`src/rtl/lsb_priority_enc.sv`:
```
// Lowest-set-bit priority encoder: index of the least significant 1 plus a valid flag.
// Latency: combinational.
// Backpressure: none; index is 0 and valid is 0 for an all-zero mask.
module lsb_priority_enc #(
    parameter int WIDTH = 32,
    parameter int IDX_W = $clog2(WIDTH)
) (
    input  logic [WIDTH-1:0] i_mask,
    output logic [IDX_W-1:0] o_idx,
    output logic             o_vld
);

    // Scan from the MSB down so the lowest set bit is the last one to win.
    always_comb begin
        o_idx = '0;
        o_vld = 1'b0;
        for (int i = WIDTH - 1; i >= 0; i--) begin
            if (i_mask[i]) begin
                o_idx = IDX_W'(i);
                o_vld = 1'b1;
            end
        end
    end

endmodule

```
`config.mk`:
```
export PLATFORM = sky130hd
export DESIGN_NAME = lsb_priority_enc
export DESIGN_NICKNAME = d
export VERILOG_FILES = /design/src/rtl/lsb_priority_enc.sv
export SDC_FILE = /design/constraint.sdc
export NUM_CORES = 1
export LEC_CHECK = 0
export BUFFER_PORTS_ARGS = -buffer_cell sky130_fd_sc_hd__buf_2
export CELL_PAD_IN_SITES_DETAIL_PLACEMENT = 1
export CELL_PAD_IN_SITES_GLOBAL_PLACEMENT = 1
export CORE_MARGIN = 3
export CORE_UTILIZATION = 24
export DETAILED_ROUTE_END_ITERATION = 16
export GPL_ROUTABILITY_DRIVEN = 0
export GPL_TIMING_DRIVEN = 0
export PLACE_DENSITY = 0.95
export REMOVE_ABC_BUFFERS = 1
export SLEW_MARGIN = 20
export SYNTH_ARGS = -nofsm -noshare
export SYNTH_HDL_FRONTEND = slang
export SYNTH_SLANG_ARGS = --single-unit
```
`constraint.sdc`:
```
create_clock -name vclk -period 1.6
set_input_delay 0.08 -clock vclk [all_inputs]
set_output_delay 0.08 -clock vclk [all_outputs]
set_load 0.02 [all_outputs]
```
==> results.json, run 1 <==
{
  "run_status": "finished, final reports clean",
  "grt_pass1_vias": 652,
  "syn_inst": 65,
  "rows": 13,
  "arrival_ns": 1.37,
  "placedInstanceArea_um2": 579,
  "maxSlewViolCount": 0,
  "period_share_pct": 90.6,
  "final_cell_mix": "buf_2, nor2_1, a21oi_1",
  "synth-simple-area-share_pct": 54.7,
  "io_pins": 38,
  "layout_commonest_cell": "buf_2",
  "netlist_top_cells_area": "nor2_1, a21oi_1, nor4_1",
  "worstPathMaxFanout": 5,
  "io_buffers": 38,
  "max_slew_margin_pct": 65.5,
  "synth_xor_area_share_pct": 0,
  "post-place-cells": 118,
  "first_pass_iters": 4,
  "via_per_inst": 5.58,
  "synth_compound_area_share_pct": 39.2,
  "min_to": "o_idx[0]",
  "setup_viol": 0,
  "cts_setup_buffers": 0,
  "swShare_pct": 55.0,
  "synth_cell_types": 24,
  "synth_top_area_cell": "nor2_1",
  "p_int_uw": 52.0,
  "wl_per_cell_um": 13.5,
  "initial_core_util_pct": 27.1,
  "hp-class": "input pin to output pin",
  "grt_max_degree": 6,
  "worst_path_max_delay_cell": "or4_1",
  "drive_gt1_share_pct": 40.8,
  "final_cells": 118,
  "grt_pass1_wl_um": 2760,
  "coreArea_um2": 1370,
  "fin_setup_tns_ns": 0,
  "netSwitchingPower_uw": 63.5,
  "netlist_area_um2": 370,
  "worstHoldStart": "i_mask[0]",
  "synth_top_family_by_area": "simple AND/OR/NAND/NOR gates",
  "power_density_nw_per_um2": 199,
  "worstPathRequired_ns": 1.52,
  "synth_area_per_cell_um2": 5.70,
  "holdPathStages": 3,
  "worstMarginPinSlew_ns": 0.513,
  "ctsResizeCount": 0,
  "rsz0062_at_grt": "no",
  "path_class": "input pin to output pin",
  "synth.yosys.warnings": 0,
  "crit_path_start_kind": "input pin",
  "synth-seq-area-share_pct": 0,
  "die_h_um": 45.3,
  "grt-ovfl-total": 0,
  "total_power_uw": 115,
  "ant_nets": 0,
  "vdd_drop_max_uv": 61.6,
  "max_freq_ghz": 0.690,
  "pwr-share-seq_pct": 0,
  "layout_min_cycle_time_ns": 1.45,
  "synth_top_area_share_pct": 13.2,
  "clkbuf_count": 0,
  "wirelength_um": 1600,
  "end_kind": "output pin",
  "regArea_um2": 0,
  "drt_iter0_markers": 4,
  "drc": 0,
  "synth_adder_area_share_pct": 0,
  "groute.usage.overall_pct": 17.0,
  "dieArea_um2": 2050,
  "die_w_um": 45.3,
  "postCtsHoldBufs": 0,
  "clockPowerShare_pct": 0,
  "num_vias": 658,
  "antenna_found_initial": 0,
  "critPathBufInv": 2,
  "area_growth_pct": 56.4,
  "worstPathCellList": "buf_2 -> or4_1 -> a21oi_1 -> o21ai_1 -> a21oi_1 -> nor4b_2 -> buf_2",
  "nFlopsAndLatches": 0,
  "hold_ws_ns": 0.446,
  "postLayoutCellArea_um2": 579,
  "hold_violations": 0,
  "antenna_cells": 0,
  "maxCapViolCount": 0,
  "slowest_delay_ns": 0.52,
  "hpwl_um": 1480,
  "pwr-share-comb_pct": 100.0,
  "synth_mux_area_share_pct": 0,
  "path_delay_family": "simple AND/OR/NAND/NOR gates",
  "fin_nets": 137,
  "leakagePower_nw": 0.266
}
[cells by family after synthesis]
kind of cell | after synthesis
and+or+nand+nor | 37
AOI/OAI and AO/OA | 22
buffers and inverters | 6
[routing by layer]
layer | vias up | GRT usage, % | wire length, um
met5 | - | 0 | 0
met4 | 0 | 0 | 0
met3 | 0 | 0.797 | 102
met2 | 18 | 33.1 | 836
met1 | 305 | 21.4 | 655
li1 | 335 | - | -
[power groups by stage]
stage	registers [mW]	logic [mW]	clock network, mW
after detailed placement	0	0.116	0
after global placement	0	0.110	0
after floorplan	0	0.0421	0
after CTS	0	0.116	0
final	0	0.115	0
after global routing	0	0.132	0
[through the flow]
stage	setup WS (ns)	utilization, %
after floorplan	0.288	-
after global placement	0.164	42.4
after detailed placement	0.145	42.4
after CTS	0.142	42.4
after global routing	0.0394	42.4
final	0.150	42.4
[worst max-delay path by stage]
stage,startpoint,endpoint,slack [ns],cells past startpoint
after floorplan,i_mask[28],o_idx[0],0.29,5
after global placement,i_mask[28],o_idx[2],0.16,7
after detailed placement,i_mask[28],o_idx[2],0.15,7
after CTS,i_mask[28],o_idx[2],0.14,7
after global routing,i_mask[28],o_idx[0],0.04,7
final,i_mask[28],o_idx[2],0.15,7
[Yosys cell counts (all sizes together)]
cell type,n
nor4,5
nor3,6
a21oi,7
nand2,3
a221oi,1
nor4b,1
or4,2
o21a,1
nand3,2
o2111ai,1
nor2,13
a31oi,1
and2b,1
a2111oi,2
o311ai,2
inv,6
a31o,1
o31ai,2
nand3b,1
nor3b,2
and2,1
o21ai,4
[final cells by class]
type	instances	area [um^2]
Timing Repair Buffer	38	190
Inverter	6	22.5
Multi-Input combinational cell	59	348
Tap cell	15	18.8
Fill cell	210	787
Note: power is estimated with default switching activity, not from simulation.
==> run 2: changes to the inputs <==
--- a/config.mk
+++ b/config.mk
@@ -15,7 +15,8 @@
 export GPL_TIMING_DRIVEN = 0
 export PLACE_DENSITY = 0.95
 export REMOVE_ABC_BUFFERS = 1
-export SLEW_MARGIN = 20
+export SETUP_SLACK_MARGIN = 0.4
+export SLEW_MARGIN = 25
 export SYNTH_ARGS = -nofsm -noshare
 export SYNTH_HDL_FRONTEND = slang
 export SYNTH_SLANG_ARGS = --single-unit
==> run 2 against run 1 <==
Compared with the run above:
- utilization increased by 17 points
- clock-buffer cell count unchanged
- sequential share of layout area unchanged
- wire length increased by 55%
- final area increased by 41%
- hold slack improved by 0.016 ns
- critical path depth unchanged
- setup slack improved by 0.030 ns
- first-iteration DRC count increased to 2.8 times the previous value
- total power increased by 54%
- non-clock buffer count increased by 3
- critical endpoint unchanged
==> results.json, run 2 (synthesized netlist as in run 1, its figures left out) <==
{
  "period_share_pct": 88.7,
  "holdPathStages": 3,
  "final_cells": 121,
  "worstPathMaxFanout": 3,
  "pwr-share-comb_pct": 100.0,
  "slowest_delay_ns": 0.57,
  "postCtsHoldBufs": 0,
  "drc": 0,
  "ant_nets": 0,
  "layout_min_cycle_time_ns": 1.42,
  "clockPowerShare_pct": 0,
  "end_kind": "output pin",
  "post-place-cells": 118,
  "io_buffers": 38,
  "nFlopsAndLatches": 0,
  "maxCapViolCount": 0,
  "netSwitchingPower_uw": 101,
  "clkbuf_count": 0,
  "grt_max_degree": 6,
  "min_to": "o_idx[0]",
  "place_ws_ns": 0.145,
  "worstHoldStart": "i_mask[0]",
  "wl_per_cell_um": 20.5,
  "worstPathCellList": "buf_6 -> or4_4 -> a21oi_2 -> o21ai_2 -> a21oi_2 -> nor4b_2 -> buf_4",
  "vdd_drop_max_uv": 144,
  "worst_path_max_delay_cell": "or4_4",
  "crit_path_start_kind": "input pin",
  "groute.usage.overall_pct": 21.3,
  "pwr-share-seq_pct": 0,
  "io_pins": 38,
  "run_status": "finished, final reports clean",
  "hpwl_um": 1480,
  "hp-class": "input pin to output pin",
  "grt_pass1_wl_um": 3340,
  "arrival_ns": 1.34,
  "layout_commonest_cell": "buf_2",
  "worstMarginPinSlew_ns": 0.498,
  "max_freq_ghz": 0.705,
  "final_cell_mix": "buf_2, nor2_1, buf_4",
  "setup_ws_ns": 0.181,
  "rsz0062_at_grt": "yes",
  "drt_iter0_markers": 11,
  "p_int_uw": 76.5,
  "placedInstanceArea_um2": 579,
  "num_vias": 731,
  "setup_viol": 0,
  "path_class": "input pin to output pin",
  "area_growth_pct": 120,
  "antenna_cells": 0,
  "swShare_pct": 56.9,
  "crit_top_cell": "a21oi_2",
  "dieArea_um2": 2050,
  "rows": 13,
  "leakagePower_nw": 0.331,
  "die_h_um": 45.3,
  "antenna_found_initial": 0,
  "drive_gt1_share_pct": 64.2,
  "grt-ovfl-total": 0,
  "fin_nets": 140,
  "fin_setup_tns_ns": 0,
  "multi_input_area_um2": 510,
  "fill_cells": 183,
  "coreArea_um2": 1370,
  "regArea_um2": 0,
  "worstPathRequired_ns": 1.52,
  "first_pass_iters": 4,
  "via_per_inst": 6.04,
  "post-route-util_pct": 59.6,
  "wirelength_um": 2480,
  "critPathBufInv": 2,
  "grt_pass1_vias": 753,
  "power_density_nw_per_um2": 218,
  "postLayoutCellArea_um2": 815,
  "max_slew_margin_pct": 66.7,
  "hold_violations": 0,
  "initial_core_util_pct": 27.1,
  "die_w_um": 45.3,
  "path_delay_family": "simple AND/OR/NAND/NOR gates",
  "maxSlewViolCount": 0
}
==> run 2: cell count changes in the layout (fill, tap and decap cells not counted), sizes merged <==
cell	previous run	this run
clkbuf	0	1
buf	38	40
==> run 2: worst max-delay path by stage <==
| stage | from | to | slack, ns | cells past startpoint |
|---|---|---|---|---|
| 2_1_floorplan | i_mask[28] | o_idx[0] | 0.29 | 5 |
| 3_3_place_gp | i_mask[28] | o_idx[2] | 0.16 | 7 |
| 3_5_place_dp | i_mask[28] | o_idx[2] | 0.15 | 7 |
| 4_1_cts | i_mask[22] | o_idx[2] | 0.20 | 7 |
| 5_1_grt | i_mask[30] | o_idx[0] | 0.11 | 7 |
| 6_report | i_mask[22] | o_idx[2] | 0.18 | 7 |
==> run 2: area by class of cell <==
class | instances | share of cell area [%]
inverters | 6 | 2.76
well taps | 15 | 2.30
multi-input cells | 59 | 62.7
repair buffers | 41 | 32.3
==> run 2: what timing repair did <==
action,in CTS,in global routing
resized for setup,26,24
buffers inserted,2,1
setup endpoints to repair,6,6
pin swaps,15,14
==> run 2: metal layers <==
metal  GRT usage, %  up-vias  share of wire, %
li1               -      341                 -
met5              0        -                 0
met3           1.59        4               6.1
met4           2.92        0               1.8
met1           25.0      349                38
met2           41.8       37                54
==> run 2: power by group through the flow <==
stage | clock (mW) | sequential (mW) | combinational (mW)
floorplan | 0 | 0 | 0.0421
global placement | 0 | 0 | 0.110
detailed placement | 0 | 0 | 0.116
CTS | 0 | 0 | 0.144
global route | 0 | 0 | 0.189
finish | 0 | 0 | 0.178
==> run 2: stage by stage <==
step	total power [mW]	hold WS (ns)
floorplan	0.0421	0.213
global placement	0.110	0.448
detailed placement	0.116	0.450
CTS	0.144	0.447
global route	0.189	0.482
finish	0.178	0.462
==> run 2: worst min-delay path: cells and delay by family <==
kind,cells,cell delay [ns]
compound gates,1,0.05
buf+inv,2,0.25
